[src/rtl/cic_sample_fifo.sv]
// Sample FIFO between a CIC decimator and its consumer; one write per rising edge of cic_clk_i.
// Optional macro CIC_SAMPLE_FIFO_DROP_CNT_EN adds a saturating 16-bit dropped-sample counter.
module cic_sample_fifo #(
  parameter int unsigned DATA_WIDTH = 20,
  parameter int unsigned DEPTH      = 8
) (
  input  logic                    clk_i,
  input  logic                    rst_i,
  input  logic [DATA_WIDTH-1:0]   cic_data_i,
  input  logic                    cic_clk_i,
  input  logic                    clear_i,
  input  logic                    sample_ready_i,
  output logic [DATA_WIDTH-1:0]   sample_data_o,
  output logic                    sample_valid_o,
  output logic [$clog2(DEPTH):0]  fill_level_o,
`ifdef CIC_SAMPLE_FIFO_DROP_CNT_EN
  output logic [15:0]             drop_count_o,
`endif
  output logic                    overflow_o
);

  localparam int unsigned AW = (DEPTH > 1) ? $clog2(DEPTH) : 1;
  localparam int unsigned CW = AW + 1;

  logic                  cic_clk_q, cic_clk_d;
  logic [AW-1:0]         wr_ptr_q, wr_ptr_d;
  logic [AW-1:0]         rd_ptr_q, rd_ptr_d;
  logic [CW-1:0]         fill_q, fill_d;
  logic                  overflow_q, overflow_d;
  logic                  valid_q, valid_d;
  logic [DATA_WIDTH-1:0] mem_q [DEPTH];
  logic [DATA_WIDTH-1:0] mem_d [DEPTH];

  logic rise_c;
  logic pop_c;
  logic wr_en_c;

  // Strobe edge detect and handshake qualification; clear suppresses both sides.
  always_comb begin
    rise_c  = cic_clk_i & ~cic_clk_q;
    pop_c   = valid_q & sample_ready_i & ~clear_i;
    wr_en_c = rise_c & ~clear_i & ((fill_q != CW'(DEPTH)) | pop_c);
  end

  // Pointer, level and status next-state.
  always_comb begin
    cic_clk_d  = cic_clk_i;
    wr_ptr_d   = wr_ptr_q;
    rd_ptr_d   = rd_ptr_q;
    fill_d     = fill_q;
    overflow_d = overflow_q;
    if (clear_i) begin
      wr_ptr_d   = '0;
      rd_ptr_d   = '0;
      fill_d     = '0;
      overflow_d = 1'b0;
    end else begin
      if (wr_en_c) wr_ptr_d = wr_ptr_q + AW'(1);
      if (pop_c)   rd_ptr_d = rd_ptr_q + AW'(1);
      case ({wr_en_c, pop_c})
        2'b10:   fill_d = fill_q + CW'(1);
        2'b01:   fill_d = fill_q - CW'(1);
        default: fill_d = fill_q;
      endcase
      overflow_d = overflow_q | (rise_c & ~wr_en_c);
    end
    valid_d = (fill_d != '0);
  end

  // Storage write port.
  always_comb begin
    mem_d = mem_q;
    if (wr_en_c) mem_d[wr_ptr_q] = cic_data_i;
  end

  always_ff @(posedge clk_i or posedge rst_i) begin
    if (rst_i) begin
      cic_clk_q  <= 1'b0;
      wr_ptr_q   <= '0;
      rd_ptr_q   <= '0;
      fill_q     <= '0;
      overflow_q <= 1'b0;
      valid_q    <= 1'b0;
    end else begin
      cic_clk_q  <= cic_clk_d;
      wr_ptr_q   <= wr_ptr_d;
      rd_ptr_q   <= rd_ptr_d;
      fill_q     <= fill_d;
      overflow_q <= overflow_d;
      valid_q    <= valid_d;
    end
  end

  // Sample storage is intentionally not reset.
  always_ff @(posedge clk_i) begin
    mem_q <= mem_d;
  end

`ifdef CIC_SAMPLE_FIFO_DROP_CNT_EN
  logic [15:0] drop_cnt_q, drop_cnt_d;

  always_comb begin
    drop_cnt_d = drop_cnt_q;
    if (clear_i) begin
      drop_cnt_d = '0;
    end else if (rise_c & ~wr_en_c & ~(&drop_cnt_q)) begin
      drop_cnt_d = drop_cnt_q + 16'(1);
    end
  end

  always_ff @(posedge clk_i or posedge rst_i) begin
    if (rst_i) drop_cnt_q <= '0;
    else       drop_cnt_q <= drop_cnt_d;
  end

  assign drop_count_o = drop_cnt_q;
`endif

  assign sample_data_o  = mem_q[rd_ptr_q];
  assign sample_valid_o = valid_q;
  assign fill_level_o   = fill_q;
  assign overflow_o     = overflow_q;

endmodule

[config.mk]
export PLATFORM = sky130hd
export DESIGN_NAME = cic_sample_fifo
export DESIGN_NICKNAME = d
export VERILOG_FILES = /design/src/rtl/cic_sample_fifo.sv
export SDC_FILE = /design/constraint.sdc
export NUM_CORES = 1
export LEC_CHECK = 0
export CELL_PAD_IN_SITES_DETAIL_PLACEMENT = 0
export CELL_PAD_IN_SITES_GLOBAL_PLACEMENT = 1
export CORE_ASPECT_RATIO = 0.7
export CORE_UTILIZATION = 51
export DETAILED_ROUTE_END_ITERATION = 8
export PLACE_DENSITY = 0.76
export SYNTH_ARGS = -nofsm -noshare
export SYNTH_HDL_FRONTEND = slang
export SYNTH_SLANG_ARGS = --single-unit
[constraint.sdc]
create_clock -name clk_i -period 3.81 [get_ports clk_i]
set_input_delay 0.9525 -clock clk_i [delete_from_list [all_inputs] [get_ports clk_i]]
set_output_delay 0.9525 -clock clk_i [all_outputs]
set_load 0.02 [all_outputs]
==> impl_metrics.ini, run 1 <==
[sta]
setup_tns_ps = 0
period_share_pct = 92.9
setup_violations = 0
fin_crit_ps = 3540
finalHoldViolations = 0
max_freq_ghz = 0.282
rsz0062_at_grt = false
whs_ps = 600
drv_slew = 0
tightest_slew_ps = 534
maxSlewHeadroom_pct = 64.4
fin_skew_ps = 10.5

[synth]
synth_top_family_by_area = multiplexers
synth_nets = 352
synth_simple_gate_area_share_pct = 2.87
ys_seq_area_share_pct = 73.6
synth_seq_cells = 173
synthMuxAreaShare_pct = 18.5
synth_cell_types = 35
synth-main-ff-cell = edfxtp_1
yosysTopAreaCell = edfxtp_1
yosys.area.top_type_share_pct = 69.0
synthXorXnorAreaFrac_pct = 0.880
synth-compound-area-share_pct = 1.54
synth-edff-count = 160
synth_cells = 322
syn_area_um2 = 6970
async_flop_share_pct = 7.51
syn_area_per_cell_um2 = 21.6
yosys-top-cells-area = edfxtp_1 (69%), mux4_1 (15%), dfrtp_1 (4.7%)
yosysWarnings = 0
synth_adder_area_share_pct = 0.898

[floorplan]
rows = 35
die_area_um2 = 14100
initial_core_util_pct = 52.7
fp.coreArea_um2 = 13200
design.portCount = 51
dieHeight_um = 99.8
die_x_um = 142

[drt]
via_count = 3240
dr.first_iter.drc_count = 202
drc = 0
drt_wl_total_um = 12100
routed_via_density = 5.54
routedWlPerCell_um = 20.6
drt_pass1_iterations = 4
drtAntennaViolNets = 0

[global_routing]
grtUsageTotal_pct = 18.8
globalRoute.totalOverflow = 0
antenna_found_initial = 0
grt_pass1_wl_um = 18500
grt_max_degree = 41
grt_pass1_vias = 3222

[layout]
multi_input_area_um2 = 1760
layout-drive-gt1-share_pct = 19.0
fin_nets = 417
design_area_um2 = 8350
nFillCells = 921
layout_commonest_cell = edfxtp_1
area_growth_syn_to_layout_pct = 19.8
regArea_um2 = 5130
layout.cells.non_filler = 585
final_cell_mix = edfxtp_1 (160), clkdlybuf4s50_1 (50), mux4_1 (39), mux2_2 (20), clkbuf_16 (17)
antenna_cells = 0

[cts]
worstSkewPairLatency_ps = 430
cts_tree = built
numClockSinks = 173
clockBufferDepth = 2
cts_hold_buf = 0
clk_pin_slew_worst_paths_ps = 60
htreeDepth = 4
cts_made_buffers = 17
root_buffer = clkbuf_16
post_cts_buffers = 0
cts_resized = 0

[worst_setup_path]
crit_required_ps = 2860
worstPathMaxFanout = 40
start_kind = register
cp.arrival_ps = 2590
crit_path_end_kind = output port
critical_path_class = register to output port

[power]
p_seq_share_pct = 52.1
irDropWorstVdd_uv = 330
intPower_uw = 3150
switchingPower_uw = 894
p_sw_share_pct = 22.1
clkPwrFrac_pct = 42.3
pwr-share-comb_pct = 5.7
p_leak_uw = 0.00277
power.density_nw_per_um2 = 484

[place]
place.gp.congestion = 0.821
port-buffer-count = 50
placed_area_um2 = 7750
post-place-cells = 553
dp_hpwl_um = 6580

[flow_run]
max_cap_viol_count = 0

[min_path]
hp-class = register to register

[status]
status = finished, final reports clean
[registers in the layout, indices dropped and copies added, names as in the netlist]
register	cells
rd_ptr_q	3
overflow_o	1
sample_valid_o	1
wr_ptr_q	3
cic_clk_q	1
fill_level_o	4
mem_q	160
[layout make-up]
cell class              count  area share (%)
clock buffers              17            5.10
clock inverters            15            2.04
inverters                   3           0.135
multi-input cells         130            21.1
flip-flops and latches    173            61.5
well taps                 185            2.77
repair buffers             62            7.38
[kinds of logic (layout without fill, tap and decap cells)]
logic type	after synthesis	count (layout)
flops	173	173
mux	62	62
simple gates	40	40
buf+inv	19	97
compound gates	16	16
xor+xnor	7	7
fa+ha+maj	5	5
[power by group through the flow]
stage	Combinational, uW	Clock [uW]	Sequential (uW)
5_1_grt	246	1810	2100
3_3_place_gp	227	0	2140
3_5_place_dp	232	0	2140
4_1_cts	233	1740	2100
2_1_floorplan	129	0	2140
6_report	229	1710	2100
[critical path, cell delays in order (launching register included)]
cell             delay, ps
dfrtp_2                400
buf_12                 280
mux4_1                 620
mux2_2                 300
clkdlybuf4s50_1        540
[metal layers]
metal  GRT usage (%)  vias up  part of all wire (%)
met5               0        -                     0
met1            26.0     1647                    45
li1                -     1492                     -
met4            6.62        0                   1.0
met3            4.87       12                   5.4
met2            29.6       89                    48
[through the flow]
stage	util, %	power [uW]	worst slack [ps]
after CTS	63.1	4080	237
after global routing	63.1	4170	187
final	63.1	4040	269
after detailed placement	58.6	2380	432
after global placement	58.6	2370	502
after floorplan	-	2270	1.40
[synthesized netlist by cell type, types with 2 or more instances]
cell type  number
nand3_1         4
dfrtp_1        13
nor2_1         14
edfxtp_1      160
nand3b_1        2
a211o_1         2
a21oi_1         6
inv_1           3
xor2_1          5
nor4_1          2
nand2_1         7
buf_2           4
ha_1            5
mux2_2         20
nor3_1          5
o21ai_0         2
xnor2_1         2
buf_6           5
mux2i_1         2
buf_1           2
clkbuf_1        5
mux4_1         39
[path summary, 6_finish.rpt]
kind                                      start                end  slack (ps)  cells after the start
worst max-delay path                rd_ptr_q[0]  sample_data_o[10]         270                      4
worst min-delay path                rd_ptr_q[0]        rd_ptr_q[0]         600                      2
worst max register to register  fill_level_o[1]     sample_valid_o        1090                     10
worst min register to register      rd_ptr_q[0]        rd_ptr_q[0]         600                      2
max in group asynchronous                 rst_i        rd_ptr_q[0]        2550                      2
min in group asynchronous                 rst_i         overflow_o         870                      2
Power figures use the tool's default switching activity.
==> run 2: changes to the inputs <==
Settings changed: ABC_AREA set to 0, REMOVE_ABC_BUFFERS set to 1.
==> run 2 against run 1 <==
Non-clock buffer count up 10. Critical path depth unchanged. Global-route usage up 0.13 points. Total power down 2.2%.
==> impl_metrics.ini, run 2 (synthesized netlist as in run 1, its figures left out) <==
[status]
status = finished, final reports clean

[global_routing]
globalRoute.totalOverflow = 0
grt_pass1_wl_um = 18900
grtUsageTotal_pct = 19.0
antenna_found_initial = 0
grt_max_degree = 43
grt_pass1_vias = 3356

[layout]
design_area_um2 = 8390
nFillCells = 926
regMostFlops = mem_q
layout_commonest_cell = edfxtp_1
fin_nets = 427
regArea_um2 = 5130
area_growth_syn_to_layout_pct = 20.4
final_cell_mix = edfxtp_1 (160), clkdlybuf4s50_1 (50), mux4_1 (39), mux2_2 (20), buf_4 (20)
largest_reg_flops = 160
antenna_cells = 0
layout-drive-gt1-share_pct = 21.0
multi_input_area_um2 = 1760

[place]
placed_area_um2 = 7830
pre_cts_slack_ps = 218
place.gp.congestion = 0.822
dp_hpwl_um = 7410
port-buffer-count = 50

[drt]
drtAntennaViolNets = 0
routedWlPerCell_um = 20.4
dr.first_iter.drc_count = 204
drt_wl_total_um = 12200
highest_layer = met4
wl_met2_um = 5830
via_count = 3298
dr_wl_met3_um = 445
met1_length_um = 5770
routed_via_density = 5.54
drc = 0
drt_pass1_iterations = 4

[worst_setup_path]
crit_required_ps = 2860
r2r-end = sample_valid_o
crit_path_end_kind = output port
cp.arrival_ps = 2700
critPathSlowestCell = dfrtp_2
critical_path_class = register to output port
reg2reg_depth = 10
r2r_slack_ps = 1160
start_kind = register
worstPathMaxFanout = 22
reg2reg_from = fill_level_o[1]
cp_cell_sequence = buf_12, mux4_1, mux2_2, clkdlybuf4s50_1
crit_path_max_incr_delay_ps = 620

[cts]
cts_tree = built
cts_resized = 0
root_buffer = clkbuf_16
cts_hold_buf = 0
clockBufferDepth = 2
htreeDepth = 4
worstSkewPairLatency_ps = 410
cts_made_buffers = 17
post_cts_buffers = 0
numClockSinks = 173
clk_pin_slew_worst_paths_ps = 60

[floorplan]
initial_core_util_pct = 52.7
die_x_um = 142
die_area_um2 = 14100
dieHeight_um = 99.8
rows = 35
fp.coreArea_um2 = 13200
design.portCount = 51

[sta]
rsz0062_at_grt = false
setup_violations = 0
period_share_pct = 95.8
fin_skew_ps = 14.3
drv_slew = 0
fin_crit_ps = 3650
maxSlewHeadroom_pct = 62.5
setup_tns_ps = 0
fin_ws_ps = 162
tightest_slew_ps = 562
max_freq_ghz = 0.274
finalHoldViolations = 0

[power]
power.density_nw_per_um2 = 471
p_leak_uw = 0.00281
irDropWorstVdd_uv = 332

[flow_run]
max_cap_viol_count = 0

[min_path]
hold_path_depth = 2
hp-class = register to register
hold_end = rd_ptr_q[1]
min_from = sample_valid_o
==> run 2: worst max-delay path, delay by kind of cell, from the launching register on <==
family / cells / cell delay (ps)
buffers and inverters: 2 / 790
muxes: 2 / 870
DFF: 1 / 620
==> run 2: how the worst max path moves through the flow <==
stage,start,to,depth (start not counted)
final,rd_ptr_q[0],sample_data_o[4],4
after global routing,rd_ptr_q[0],sample_data_o[0],4
after CTS,rd_ptr_q[0],sample_data_o[4],4
after detailed placement,clear_i,sample_valid_o,11
after global placement,clear_i,sample_valid_o,11
after floorplan,clear_i,mem_q[120],3
==> run 2: per-layer routing <==
layer / vias up / GRT usage (%)
met5: - / 0
met4: 0 / 6.37
met3: 11 / 5.44
met2: 70 / 29.7
met1: 1701 / 26.0
li1: 1516 / -
==> run 2: cell type report <==
type / instances / area share (%)
Clock buffer: 17 / 5.07
Clock inverter: 15 / 1.61
Inverter: 3 / 0.134
Multi-Input combinational cell: 130 / 21.0
Sequential cell: 173 / 61.2
Tap cell: 185 / 2.76
Timing Repair Buffer: 72 / 8.24
==> run 2: where the power goes <==
| group | total (uW) | internal, uW | switching, uW |
|---|---|---|---|
| combinational | 229 | 122 | 107 |
| clock | 1610 | 907 | 707 |
| sequential | 2110 | 2090 | 15.9 |
==> run 2: per-stage QoR <==
stage | total power (uW) | util [%] | hold slack, ps | std cells
finish | 3950 | 63.4 | 633 | 595
floorplan | 2260 | - | 579 | 306
global route | 4090 | 63.4 | 664 | 595
detailed placement | 2380 | 59.2 | 610 | 563
CTS | 3990 | 63.4 | 633 | 595
global placement | 2380 | 59.2 | 621 | 563
==> edit: new RTL, settings of run 1 <==
Change the parameter `DEPTH` from 8 to 4.
--- a/src/rtl/cic_sample_fifo.sv
+++ b/src/rtl/cic_sample_fifo.sv
@@ -4,3 +4,3 @@
   parameter int unsigned DATA_WIDTH = 20,
-  parameter int unsigned DEPTH      = 8
+  parameter int unsigned DEPTH      = 4
 ) (
Ports: changed (resized fill_level_o); port bits go from 51 to 50. No check against the original RTL was run, so the function may have changed too.
==> edit against run 1 <==
- routed wire length down 51%
- sequential share of layout area rose by 0.30 points
- global-route usage rose by 0.18 points
- total power decreased by 53%
- combinational power down 21%
- sequential cell count decreased by 83
- setup slack better by 0.26 ns
- critical path type unchanged
- synthesized area down 50%
- final area down 49%
- clock skew fell by 0.0025 ns
- first-iteration DRC count fell by 70%
==> edit: results (changes against run 1) <==
[synthesis]
ys_top_cells_by_area=edfxtp_1 (69%), mux4_2 (13%), dfrtp_1 (7.2%), ha_1 (1.8%), nor2_1 (0.97%)
synth_cell_type_count=25  ; -29%
syn_inst=160  ; -50%
synth-seq-area-share_pct=76.4  ; +2.7 points
synth_compound_area_share_pct=1.80  ; +0.26 points

[timing]
skew_ns=0.00805  ; -0.00250 ns
fmax_mhz=305  ; +8.0%

[worst_setup_path]
crit_fanout=13  ; -68%
cp.arrival_ns=2.33  ; -0.26 ns
r2r-start=fill_level_o[0]
crit_end=sample_data_o[7]
r2r_cells=8  ; -2

[cells_and_area]
stdcell_area_um2=4290  ; -49%
nets=255  ; -39%
fillCellCount=417  ; -55%
largest_reg_flops=80  ; -50%

[power]
power_mw=1.88  ; -53%
ir_drop_v=0.000245  ; -26%
p_leak_nw=1.43  ; -48%
clkPwrFrac_pct=32.1  ; -10 points

[placed_design]
dp_hpwl_mm=3.83  ; -42%
dp_cells=304  ; -45%

[outcome]
outcome=completed

[drt]
firstDrtPassIters=7  ; +3

[cts]
clk_pin_slew_ns=0.08  ; +0.02 ns

edit: cell types whose count changed in the layout (fill, tap and decap cells not counted), sizes merged, moves of 5 or more:
cell	before	now
clkbuf	17	10
edfxtp	160	80
nand2	7	1
a21oi	6	1
nor2	14	9
nor3	5	0
mux2	20	1
inv	12	5
mux4	40	20
edit: layout make-up:
class / instances / share of cell area, %
Sequential cell: 90 / 61.8
Multi-Input combinational cell: 60 / 17.8
Timing Repair Buffer: 58 / 13.0
Clock buffer: 10 / 2.97
Tap cell: 91 / 2.65
Clock inverter: 6 / 1.34
Inverter: 5 / 0.437
edit: worst register-to-register path, stage by stage, from the launching register on:
cell	delay, ns
dfrtp_1	0.46
a211oi_2	0.09
a211oi_2	0.33
inv_1	0.09
ha_1	0.23
fa_1	0.39
xnor2_1	0.15
or4_1	0.43
o211ai_1	0.13
edit: routing by layer:
metal,part of all wire (%),vias up,GRT usage (%)
li1,-,767,-
met1,44,868,25.2
met2,48,65,29.7
met3,6.7,8,6.72
met4,1.4,0,6.60
met5,0,-,0
